--- src/rtl/bus_pkg.sv ---
// Shared encodings for the two-master bus arbiter: FSM states, master IDs and the
// arbitration decision used in IDLE and HANDOVER.
package bus_pkg;

  typedef enum logic [1:0] {
    ARB_IDLE = 2'd0,
    OWN_M1   = 2'd1,
    OWN_M2   = 2'd2,
    HANDOVER = 2'd3
  } arb_state_e;

  localparam logic M1 = 1'b0;
  localparam logic M2 = 1'b1;

  // Returns {valid, winner}; a resuming (previously split) master beats everything else.
  function automatic logic [1:0] arbitrate(input logic [1:0] elig,
                                           input logic [1:0] resume_prio,
                                           input logic       last_owner,
                                           input logic       rr_en);
    logic [1:0] res;
    res = 2'b00;
    if (resume_prio[0] && elig[0]) begin
      res = {1'b1, M1};
    end else if (resume_prio[1] && elig[1]) begin
      res = {1'b1, M2};
    end else if (elig == 2'b01) begin
      res = {1'b1, M1};
    end else if (elig == 2'b10) begin
      res = {1'b1, M2};
    end else if (elig == 2'b11) begin
      res = {1'b1, (rr_en && (last_owner == M1)) ? M2 : M1};
    end
    return res;
  endfunction

endpackage

--- src/rtl/hold_timer.sv ---
// Counts cycles of continuous bus ownership; saturates at HOLD_MAX-1 and flags expiry there.
module hold_timer #(
  parameter int unsigned TW       = 7,
  parameter int unsigned HOLD_MAX = 64
) (
  input  logic clk,
  input  logic reset,
  input  logic clear,
  input  logic enable,
  output logic expired
);

  localparam logic [TW-1:0] Limit = TW'(HOLD_MAX - 1);

  logic [TW-1:0] cnt_q;

  always_ff @(posedge clk or posedge reset) begin
    if (reset) begin
      cnt_q <= '0;
    end else if (clear) begin
      cnt_q <= '0;
    end else if (enable && (cnt_q != Limit)) begin
      cnt_q <= cnt_q + 1'b1;
    end
  end

  assign expired = (cnt_q == Limit);

endmodule

--- src/rtl/bus_arbiter.sv ---
// Two-master bus arbiter: holds a grant for a whole transfer, parks split masters and
// always inserts one dead HANDOVER cycle between owners.
module bus_arbiter
  import bus_pkg::*;
#(
  parameter bit          RR_EN    = 1'b1,
  parameter int unsigned HOLD_MAX = 64,
  parameter int unsigned TW       = 7
) (
  input  logic       clk,
  input  logic       reset,
  input  logic       m1_request,
  input  logic       m2_request,
  input  logic       slave_split,
  input  logic [1:0] split_done,
  output logic       m1_grant,
  output logic       m2_grant,
  output logic       bus_busy,
  output logic [1:0] split_pending,
  output logic [1:0] arb_state
);

  arb_state_e state_q, state_d;
  logic [1:0] pend_q, pend_d;
  logic [1:0] prio_q, prio_d;
  logic       last_q, last_d;

  logic [1:0] elig;
  logic [1:0] done_hit;
  logic [1:0] win;
  logic       owning;
  logic       expired;

  assign elig     = {m2_request, m1_request} & ~pend_q;
  assign done_hit = split_done & pend_q;
  assign win      = arbitrate(elig, prio_q, last_q, RR_EN);
  assign owning   = (state_q == OWN_M1) || (state_q == OWN_M2);

  hold_timer #(
    .TW       (TW),
    .HOLD_MAX (HOLD_MAX)
  ) u_hold_timer (
    .clk     (clk),
    .reset   (reset),
    .clear   (!owning),
    .enable  (owning),
    .expired (expired)
  );

  always_comb begin
    state_d = state_q;
    pend_d  = pend_q & ~done_hit;
    prio_d  = prio_q | done_hit;
    last_d  = last_q;
    unique case (state_q)
      ARB_IDLE, HANDOVER: begin
        if (win[1]) begin
          state_d         = (win[0] == M2) ? OWN_M2 : OWN_M1;
          prio_d[win[0]]  = 1'b0;
        end else begin
          state_d = ARB_IDLE;
        end
      end
      OWN_M1: begin
        // A split on the owner overrides any simultaneous split_done for it.
        if (slave_split) pend_d[0] = 1'b1;
        if (!m1_request || slave_split || (expired && elig[1])) begin
          state_d = HANDOVER;
          last_d  = M1;
        end
      end
      OWN_M2: begin
        if (slave_split) pend_d[1] = 1'b1;
        if (!m2_request || slave_split || (expired && elig[0])) begin
          state_d = HANDOVER;
          last_d  = M2;
        end
      end
    endcase
  end

  always_ff @(posedge clk or posedge reset) begin
    if (reset) begin
      state_q <= ARB_IDLE;
      pend_q  <= 2'b00;
      prio_q  <= 2'b00;
      last_q  <= M2;
    end else begin
      state_q <= state_d;
      pend_q  <= pend_d;
      prio_q  <= prio_d;
      last_q  <= last_d;
    end
  end

  assign m1_grant      = (state_q == OWN_M1);
  assign m2_grant      = (state_q == OWN_M2);
  assign bus_busy      = m1_grant | m2_grant;
  assign split_pending = pend_q;
  assign arb_state     = state_q;

endmodule

--- config.mk ---
export PLATFORM = sky130hd
export DESIGN_NAME = bus_arbiter
export DESIGN_NICKNAME = d
export VERILOG_FILES = /design/src/rtl/bus_pkg.sv /design/src/rtl/hold_timer.sv /design/src/rtl/bus_arbiter.sv
export SDC_FILE = /design/constraint.sdc
export NUM_CORES = 1
export LEC_CHECK = 0
export CORE_UTILIZATION = 40
export DETAILED_ROUTE_END_ITERATION = 10
export SYNTH_ARGS = -nofsm -noshare
export SYNTH_HDL_FRONTEND = slang
export SYNTH_HIERARCHICAL = 1
export SYNTH_SLANG_ARGS = --single-unit
--- constraint.sdc ---
create_clock -name clk -period 4.92 [get_ports clk]
set_input_delay 1.476 -clock clk [delete_from_list [all_inputs] [get_ports clk]]
set_output_delay 1.476 -clock clk [all_outputs]
set_load 0.01 [all_outputs]
### Word level (Yosys, flattened, before mapping)

Cells that the tools add are included.
W data, S select, Z words.

* add/sub/neg operators: 1
* $mul: 0
* divide/modulo/power cells: 0
* order comparisons: 2
* eq/ne operators: 11
* shift operators: 0
* multiplexer cells: 24
* bitwise operators: 9
* reductions and logical operators: 18

Operators by type and width (number)
* $mux W2: 11
* $mux W7: 2
* $and A2 B2 Y2: 4
* $eq A2 B2 Y1 const B: 4
* $mux W1: 8
* $add A7 B1 Y7 const B: 1
* $eq A7 B6 Y1 const B: 1
* $ne A7 B6 Y1 const B: 1
* $logic_and A1 B1 Y1: 6
* $not A2 Y2: 3
* $pmux W2 S3: 1
* $logic_or A1 B1 Y1: 5
* $eq A2 B1 Y1 const B: 2
* $ne A2 B1 Y1 const B: 2
* $reduce_and A3 Y1: 1
* $logic_not A1 Y1: 2
* $logic_not A2 Y1: 1
* $lt A1 B2 Y1 const B: 1
* $ne A2 B2 Y1 const B: 1
* $or A2 B2 Y2: 1
* $pmux W1 S2: 1
* $reduce_and A2 Y1: 1
* $reduce_bool A2 Y1: 1
* $reduce_or A2 Y1: 1
* 3 further kinds: 3

* register bits after elaboration: 14
* latch bits: 0
* bits in writable memories: 0
* ROM bits: 0
* bits of input ports: 7
* output and inout bits: 7
* logic and storage cells: 70
* memories kept: 0

### Depth between registers and ports, before layout

Gate-level depths: netlist (run 1).

* depth after elaboration: 16
* depth in mapped cells: 6

### Modules after synthesis

The synthesis (run 1) kept the hierarchy.

By module, submodules not included
* bus_arbiter: times used 1, cells an instance 43, area an instance 412.9 sq um, seq. area each 176.4 sq um
* hold_timer: times used 1, cells an instance 40, area an instance 394.1 sq um, seq. area each 175.2 sq um

### Least setup slack after synthesis (run 1)

OpenSTA, ideal clock, no wires.

* path kind: flip-flop to output port
* start point: register state_q[0] (netlist: arb_state[0])
* end point: output port bus_busy
* data arrival time: 1006 ps
* data required time: 3444 ps
* slack: 2438 ps
* cell stages (with the launch flop): 4
* path through: dfrtp_1 -> inv_1 -> ha_1 -> inv_1

* cells in the longest elaborated chain, start to end: 2

RTL lines
* from (decl): line bus_arbiter.sv:23 `arb_state_e state_q, state_d;`
* from (signal assigned): line bus_arbiter.sv:89 `state_q <= state_d;`
* $eq A2 B1 Y1 or $eq A2 B2 Y1 (tied branches): line bus_arbiter.sv:96, bus_arbiter.sv:97
* $or A1 B1 Y1 *: line bus_arbiter.sv:98 `assign bus_busy = m1_grant | m2_grant;`
* to (decl): line bus_arbiter.sv:18 `output logic bus_busy,`

Mark *: on every way between the ends. The rest lies on a longest branch, timed or not.

### Final worst setup path (run 1)

Ends and elaborated chain as after synthesis.

==> qor.txt, run 1 <==
Final HPWL from detailed placement: 1.14 mm
Cell total after placement: 120
Vias per std cell: 4.99
Post-synthesis sequential area ratio: 43.6%
Hold Path Class: reg2reg
WL/cell: 12.2 um
Minimum clock period: 3.52 ns
Arrival @ worst endpoint: 2.04 ns
First-pass GRT wire length: 2.57 mm
Mux share of post-synthesis cell area: 6.51%
Simple-Gate Fraction of Synth Area: 23.6%
Post-CTS setup buffer count: 0
Worst vdd ir: 0.294 mV
PwrDens: 550 nW/um2
Syn avg cell area: 9.72 um2
Slew Limit Fails: 0
CTS tree: done
Crit path launch type: flop
CTS resizes: 0
CP Max Fanout: 14
Cts hold-fix bufs: 0
Clock Sinks: 14
Area grow syn2layout: 22.8%
Final GP Congestion: 0.792
Endpoints failing hold: 0
Detailed Route Iter0 Violations: 7
Vias: 619
Drt total wl: 1.51 mm
Post-Syn Instances: 83
Multi-input gate area: 414 um2
Net Count, Synth: 93
Slew headroom: 72.5%
ANT nets after route: 0
Lkg Pwr: 0.437 nW
Synth cell types: 31
Core ar.: 1800 um2
Status: complete, no violations
Max capacitance violation total: 0
Adder-cell area share of the yosys netlist: 4.65%
Chip Height: 46.9 um
Synth Area in Compound Gates: 16.6%
Setup TNS Final: 0 ns
Final setup fails: 0
Critical path class: reg2out
Initial antenna violation count: 0
Crit-path most repeated cell: inv_1
Fmax: 0.284 GHz
Top Ports: 14
Die ar.: 2200 um2
Starting Density: 44.8%
Layout Skew: 0.00279 ns
Synth Register Bits: 14
Num CTS Buffers: 3
CP max-delay cell: clkdlybuf4s50_1
Diodes inserted: 0
RSZ-0062 raised after global routing: false
DRC: 0
Number of buffers added on ports: 13
Post-Layout Cell Count: 124
Ys Warns: 6
Num rows: 15
Number of global-route vias before repair: 592
Xor/xnor share of the synthesized area: 0%
Maximum buffer depth of the clock tree: 2
Final period util: 71.5%
Fillcell total: 166
Crit-path cells: inv_1, ha_1, inv_1, clkdlybuf4s50_1
Post-Syn Area: 807 um2
Top post-synthesis cells by area: dfrtp_1, ha_1, inv_1
Clk Latency, worst-skew pair: 0.27 ns
Reg area: 352 um2
Layout net count: 110
Die Wd: 46.9 um
Largest net degree at the start of global routing: 15
Critical Path RT: 3.44 ns
Setup crit end kind: output pin
Most frequent cells in the layout: dfrtp_1, clkdlybuf4s50_1, inv_1
Clock transition at path regs: 0.08 ns
Total grt overflow: 0
Tot GR Track Use: 17.0%
Share of the synthesized area in the top cell type: 40.3%
Main combinational cell family by area after synthesis: simple AND/OR/NAND/NOR gates
Root buffer cell: clkbuf_4
Worst slew pin tran: 0.412 ns
Leading area contributor after synthesis: dfrtp_1
CTS HTree Levels: 1
Drt pass-1 iters: 4
Crit-path max cell delay: 0.58 ns
Share of cells above drive strength 1: 12.1%
per-stage QoR:
step	worst slack, ns	total power, mW	util [%]	hold slack [ns]	cell area [um2]
final	1.40	0.545	55.0	0.483	991
after CTS	1.38	0.552	55.0	0.489	991
after detailed placement	1.69	0.483	53.5	0.477	965
after global routing	1.23	0.595	55.0	0.517	991
after floorplan	2.44	0.377	-	0.446	807
after global placement	1.74	0.479	53.5	0.471	965
logic make-up (layout without fill, tap and decap cells):
| family | after synthesis | count (layout) |
|---|---|---|
| AOI/OAI and AO/OA | 19 | 19 |
| muxes | 5 | 5 |
| DFF | 14 | 14 |
| and+or+nand+nor | 31 | 31 |
| adders and majority gates | 3 | 3 |
| buffers and inverters | 11 | 27 |
where the power goes:
part / total (mW) / internal (mW) / switching [mW]
Combinational: 0.289 / 0.139 / 0.150
Sequential: 0.189 / 0.154 / 0.0345
Clock: 0.0670 / 0.0314 / 0.0356
Total: 0.545 / 0.325 / 0.220
state kept, by name (all words and copies together) (netlist names):
register            flops
u_hold_timer/cnt_q      7
last_q                  1
arb_state               2
split_pending           2
prio_q                  2
cell type report:
cell class	instances	area share, %
Multi-Input combinational cell	58	41.8
Timing Repair Buffer	13	13.1
Inverter	10	3.79
Sequential cell	14	35.5
Clock buffer	4	2.65
Tap cell	25	3.16
worst paths after layout:
check	end	cells after the start	slack [ns]	start
max	bus_busy	4	1.40	arb_state[0]$_DFFE_PP0P_
min	last_q$_DFFE_PP1P_	2	0.48	last_q$_DFFE_PP1P_
max reg2reg	u_hold_timer/cnt_q[5]$_DFFE_PP0P_	6	2.93	arb_state[0]$_DFFE_PP0P_
min reg2reg	last_q$_DFFE_PP1P_	2	0.48	last_q$_DFFE_PP1P_
max in group asynchronous	last_q$_DFFE_PP1P_	2	3.19	reset
min in group asynchronous	u_hold_timer/cnt_q[6]$_DFFE_PP0P_	2	1.45	reset
layer usage:
metal	part of all wire, %	wire length (um)	GRT usage (%)
met5	0	0	0
met1	48	723	21.3
met3	4.2	63	2.31
met4	1.1	17	10.3
met2	47	704	27.8
cell usage after synthesis:
library cell  count
mux2_1            2
o21a_1            1
mux2i_1           3
and4bb_2          1
a21oi_2           1
nor2b_1           3
nand3_1           2
o21ai_0           3
nand2b_1          4
nor4_1            1
a41oi_1           1
a211oi_2          1
nor2_1            6
nor3_1            1
a21oi_1           6
dfrtp_1          13
o31a_1            1
nor3b_1           1
dfstp_2           1
o32ai_1           1
a31oi_1           2
inv_1            10
nor2b_4           2
ha_1              3
buf_1             1
nand2_1           7
a21o_4            1
and2b_2           1
nand4_1           1
and4b_4           1
o22ai_1           1
worst max-delay path: cells and delay by family, from the launching register on:
kind                       cells  cell delay, ns
buffers and inverters          3            0.93
DFF                            1            0.37
adders and majority gates      1            0.47
No activity file was read; power rests on OpenSTA's default activity.
==> inputs of run 2 (changes only) <==
PLACE_DENSITY = 0.66   (was default)
clock period = 3 ns   (was 4.92 ns; I/O delays follow)
==> run 2 against run 1 <==
Effect of this change:
- non-clock buffer count grew 1
- largest power group unchanged
- critical path depth did not move
- critical endpoint unchanged
- critical path type unchanged
- utilization rose by 0.97 points
- total power up 72%
- worst setup slack got worse by 1.1 ns
- sequential share of layout area shrank 0.62 points
==> qor.txt, run 2 (synthesized netlist as in run 1, its figures left out) <==
Switching share of power: 39.7% (-0.68 points)
R2R Setup Slk: 1.18 ns (-1.75 ns)
Max capacitance violation total: 0 (unchanged)
Crit-path cells: inv_1, ha_1, inv_1, clkdlybuf4s50_1
Die ar.: 2200 um2 (unchanged)
Critical Path Stages: 4 (unchanged)
Most frequent cells in the layout: dfrtp_1, clkdlybuf4s50_1, inv_1
Endpoints failing hold: 0 (unchanged)
Critical Path RT: 2.10 ns (-1.34 ns)
Detailed Route Iter0 Violations: 5 (-2)
Fin Hold WS: 0.477 ns (-0.00652 ns)
Seq pwr share: 33.1% (-1.6 points)
Lkg Pwr: 0.448 nW (+2.5%)
Post-CTS setup buffer count: 0 (unchanged)
Post-Layout Cell Count: 125 (+0.81%)
Minimum clock period: 2.72 ns
Setup TNS Final: 0 ns (unchanged)
Vias: 653 (+5.5%)
Reg-to-Reg Start: arb_state[0]$_DFFE_PP0P_
Worst slew pin tran: 0.302 ns (-0.110 ns)
Reg with most FFs: u_hold_timer/cnt_q
Starting Density: 44.8% (unchanged)
RSZ-0062 raised after global routing: false
Top Ports: 14 (unchanged)
Max reg flops: 7 (unchanged)
Layout net count: 111 (+0.91%)
Chip Height: 46.9 um (unchanged)
CP endpoint: bus_busy
Fmax: 0.367 GHz
Gate power share: 52.6% (-0.4 points)
Clock transition at path regs: 0.08 ns (about the same)
Top delay family on crit path: buffers and inverters
PwrDens: 929 nW/um2 (+69%)
Clock Sinks: 14 (unchanged)
Cell total after placement: 121 (+0.83%)
Final GP Congestion: 0.785 (-0.93%)
Num rows: 15 (unchanged)
Final period util: 90.8%
Pre-CTS WS: 0.598 ns (-1.09 ns)
Vias per std cell: 5.22 (+4.6%)
Core ar.: 1800 um2 (unchanged)
Setup crit end kind: output pin
Worst vdd ir: 0.569 mV (+94%)
WL/cell: 12.7 um (+4.5%)
Crit-path max cell delay: 0.59 ns (about the same)
Power Total: 937 uW (+72%)
DRC: 0 (unchanged)
Root buffer cell: clkbuf_4
Worst Hold Launch: last_q$_DFFE_PP1P_
Crit-path most repeated cell: inv_1
Largest net degree at the start of global routing: 14 (-1)
Number of global-route vias before repair: 657 (+11%)
Status: complete, no violations
Total grt overflow: 0 (unchanged)
CTS HTree Levels: 1 (unchanged)
Crit path launch type: flop
Internal power: 565 uW (+74%)
Num CTS Buffers: 3 (unchanged)
Clk pwr share: 14.3% (+2.0 points)
CTS tree: done
Slew Limit Fails: 0 (unchanged)
Critical path class: reg2out
Cts hold-fix bufs: 0 (unchanged)
CP max-delay cell: clkdlybuf4s50_1
Buffer and inverter count on the worst path: 3 (unchanged)
Clk Latency, worst-skew pair: 0.28 ns (about the same)
Arrival @ worst endpoint: 1.82 ns (-0.22 ns)
R2R Path End: u_hold_timer/cnt_q[5]$_DFFE_PP0P_
ANT nets after route: 0 (unchanged)
CP Max Fanout: 9 (-5)
Slew headroom: 79.7% (+7.1 points)
CTS resizes: 0 (unchanged)
Layout Skew: 0.00227 ns (-0.000515 ns)
Drt total wl: 1.59 mm (+5.4%)
Drt pass-1 iters: 4 (unchanged)
First-pass GRT wire length: 2.71 mm (+5.7%)
Initial antenna violation count: 0 (unchanged)
Maximum buffer depth of the clock tree: 2 (unchanged)
Area grow syn2layout: 25.0%
Die Wd: 46.9 um (unchanged)
Hold Path Class: reg2reg
R2r worst-path depth: 6 (unchanged)
CP startpoint: arb_state[0]$_DFFE_PP0P_
Share of cells above drive strength 1: 14.0% (+1.9 points)
Final HPWL from detailed placement: 1.23 mm (+7.6%)
Worst Slack Setup Final: 0.276 ns (-1.13 ns)
Diodes inserted: 0 (unchanged)
Number of buffers added on ports: 13 (unchanged)
Net Switching: 372 uW (+69%)
Tot GR Track Use: 18.2% (+1.2 points)
Final setup fails: 0 (unchanged)
==> run 2: changes by cell type in the layout (fill, tap and decap cells not counted) <==
cell	change
buf_4	+1
clkbuf_1	-1
clkbuf_8	+1
==> run 2: worst min path at each step <==
| stage | endpoint | depth (start not counted) |
|---|---|---|
| 4_1_cts | last_q$_DFFE_PP1P_ | 2 |
| 2_1_floorplan | last_q$_DFFE_PP1P_ | 2 |
| 5_1_grt | last_q$_DFFE_PP1P_ | 2 |
| 6_report | last_q$_DFFE_PP1P_ | 2 |
| 3_5_place_dp | last_q$_DFFE_PP1P_ | 2 |
| 3_3_place_gp | last_q$_DFFE_PP1P_ | 2 |
==> run 2: power by group through the flow <==
stage / logic, mW / clock network, mW / registers [mW]
after detailed placement: 0.496 / 0 / 0.315
after global routing: 0.561 / 0.147 / 0.319
after floorplan: 0.304 / 0 / 0.315
after CTS: 0.500 / 0.142 / 0.311
final: 0.493 / 0.134 / 0.310
after global placement: 0.483 / 0 / 0.313
==> run 2: layer usage <==
layer | GRT usage (%) | vias up | routed length (um)
met5 | 0 | - | 0
met4 | 10.3 | 0 | 10
met3 | 2.31 | 2 | 47
met2 | 32.5 | 12 | 808
met1 | 20.7 | 318 | 723
li1 | - | 321 | -
==> run 2: final cells by class <==
class | count | area, um2
clock buffers | 4 | 36.3
fillers | 178 | 793
inverters | 10 | 37.5
multi-input cells | 58 | 414
flip-flops and latches | 14 | 352
well taps | 25 | 31.3
repair buffers | 14 | 138
==> run 2: metrics by stage <==
| stage | area, um2 | util (%) |
|---|---|---|
| finish | 1010 | 56.0 |
| global route | 1010 | 56.0 |
| CTS | 1010 | 56.0 |
| detailed placement | 972 | 54.0 |
| global placement | 972 | 54.0 |
| floorplan | 807 | - |
==> run 2: tightest hold or removal path, delay by kind of cell (launching register included) <==
family	cells	cell delay, ns
compound gates	1	0.05
buf+inv	1	0.04
flops	1	0.38
==> inputs of run 3 (changes only) <==
CORE_UTILIZATION = 45   (was 40)
PLACE_DENSITY = 0.72   (was 0.66)
==> run 3 against run 2 <==
Effect of this change:
- die area decreased by 11%
- global-route usage fell by 0.21 points
- final area down 1.1%
- routed wire length decreased by 4.3%
- via count down 0.46%
- clock power fell by 16%
- utilization up 6.6 points
- sequential cell count is the same
- non-clock buffer count unchanged
- combinational power barely moved
- sequential power hardly changed
- clock skew rose by 0.0024 ns
- critical path type unchanged
- largest power group unchanged
==> qor.txt, run 3 (synthesized netlist as in run 1, its figures left out) <==
Status: complete, no violations
CP Max Fanout: 9 (unchanged)
Vias per std cell: 5.24 (+0.34%)
Die ar.: 1970 um2 (-11%)
Lkg Pwr: 0.442 nW (-1.3%)
Final setup fails: 0 (unchanged)
Num CTS Buffers: 3 (unchanged)
Buffer and inverter count on the worst path: 3 (unchanged)
First-pass GRT wire length: 2.50 mm (-7.6%)
Starting Density: 50.6% (+5.8 points)
Crit path launch type: flop
Top delay family on crit path: buffers and inverters
Worst Slack Setup Final: 0.249 ns (-0.0273 ns)
Pre-CTS WS: 0.569 ns (-0.0289 ns)
ANT nets after route: 0 (unchanged)
CTS HTree Levels: 1 (unchanged)
Max reg flops: 7 (unchanged)
CTS resizes: 0 (unchanged)
Detailed Route Iter0 Violations: 16 (+11)
Vias: 650 (-0.46%)
Drt total wl: 1.52 mm (-4.3%)
Final GP Congestion: 0.807 (+2.9%)
Tot GR Track Use: 17.9% (-0.21 points)
Top Ports: 14 (unchanged)
Hold Path Class: reg2reg
Clk Latency, worst-skew pair: 0.28 ns (about the same)
Cts hold-fix bufs: 0 (unchanged)
Core ar.: 1590 um2 (-12%)
PwrDens: 919 nW/um2 (-1.1%)
Worst slew pin tran: 0.319 ns (+0.0169 ns)
Crit-path most repeated cell: inv_1
Final HPWL from detailed placement: 1.20 mm (-2.4%)
Critical path class: reg2out
CTS tree: done
Arrival @ worst endpoint: 1.85 ns (+0.03 ns)
RSZ-0062 raised after global routing: false
Fmax: 0.364 GHz (-0.99%)
DRC: 0 (unchanged)
Area grow syn2layout: 23.6%
Worst vdd ir: 0.550 mV (-3.4%)
Maximum buffer depth of the clock tree: 2 (unchanged)
Fin util: 62.6% (+6.6 points)
Max capacitance violation total: 0 (unchanged)
Setup crit end kind: output pin
Layout Skew: 0.00464 ns (+0.00237 ns)
Initial antenna violation count: 0 (unchanged)
Final period util: 91.7% (+0.91 points)
Critical Path RT: 2.10 ns (about the same)
Setup TNS Final: 0 ns (unchanged)
Slew Limit Fails: 0 (unchanged)
Drt pass-1 iters: 4 (unchanged)
CP max-delay cell: clkdlybuf4s50_1
Fin Hold WS: 0.471 ns (-0.00577 ns)
Num rows: 14 (-1)
Chip Height: 44.4 um (-5.5%)
Crit-path cells: inv_1, ha_1, inv_1, clkdlybuf4s50_1
Post-CTS setup buffer count: 0 (unchanged)
Root buffer cell: clkbuf_4
Diodes inserted: 0 (unchanged)
Largest net degree at the start of global routing: 14 (unchanged)
Clock transition at path regs: 0.08 ns (about the same)
Number of global-route vias before repair: 580 (-12%)
Crit-path max cell delay: 0.58 ns (about the same)
Reg with most FFs: u_hold_timer/cnt_q
Slew headroom: 78.5% (-1.1 points)
Most frequent cells in the layout: dfrtp_1, clkdlybuf4s50_1, inv_1
Power Total: 916 uW (-2.2%)
Total grt overflow: 0 (unchanged)
Endpoints failing hold: 0 (unchanged)
Share of cells above drive strength 1: 13.0% (-1.0 points)
Die Wd: 44.4 um (-5.5%)
WL/cell: 12.3 um (-3.6%)
Number of buffers added on ports: 13 (unchanged)
Minimum clock period: 2.75 ns (+0.0273 ns)
Layout net count: 111 (unchanged)
Clock Sinks: 14 (unchanged)
==> run 3: tightest hold or removal path, cell delays in order, from the launching register on <==
cell and delay (ns):
dfstp_2 0.38, inv_1 0.04, a21oi_1 0.05
==> run 3: worst paths after layout <==
check                                              start                           endpoint  slack (ns)  cells past startpoint
worst max-delay path            arb_state[0]$_DFFE_PP0P_                           bus_busy        0.25                      4
worst min-delay path                  last_q$_DFFE_PP1P_                 last_q$_DFFE_PP1P_        0.47                      2
worst max register to register  arb_state[0]$_DFFE_PP0P_  u_hold_timer/cnt_q[5]$_DFFE_PP0P_        1.16                      6
worst min register to register        last_q$_DFFE_PP1P_                 last_q$_DFFE_PP1P_        0.47                      2
max in group asynchronous                          reset                 last_q$_DFFE_PP1P_        1.84                      2
min in group asynchronous                          reset  u_hold_timer/cnt_q[6]$_DFFE_PP0P_        0.87                      2
==> run 3: through the flow <==
| stage | area [um2] | cells |
|---|---|---|
| 6_report | 997 | 124 |
| 2_1_floorplan | 807 | 83 |
| 5_1_grt | 997 | 124 |
| 3_3_place_gp | 971 | 120 |
| 3_5_place_dp | 971 | 120 |
| 4_1_cts | 997 | 124 |
==> run 3: where the power goes <==
| part | total (mW) | internal [mW] | switching, mW |
|---|---|---|---|
| Combinational | 0.493 | 0.240 | 0.253 |
| Clock | 0.112 | 0.0515 | 0.0604 |
| Sequential | 0.311 | 0.253 | 0.0582 |
==> run 3: area by class of cell <==
cell class | count | area (um2)
repair buffers | 14 | 138
well taps | 24 | 30.0
clock buffers | 4 | 26.3
flip-flops and latches | 14 | 352
fillers | 129 | 597
multi-input cells | 58 | 414
inverters | 10 | 37.5
==> run 3: metal layers <==
metal,GRT usage [%],part of all wire (%),vias to the layer above
li1,-,-,326
met4,7.88,0.85,0
met2,23.8,44,14
met3,6.12,4.7,2
met1,26.2,51,308
met5,0,0,-
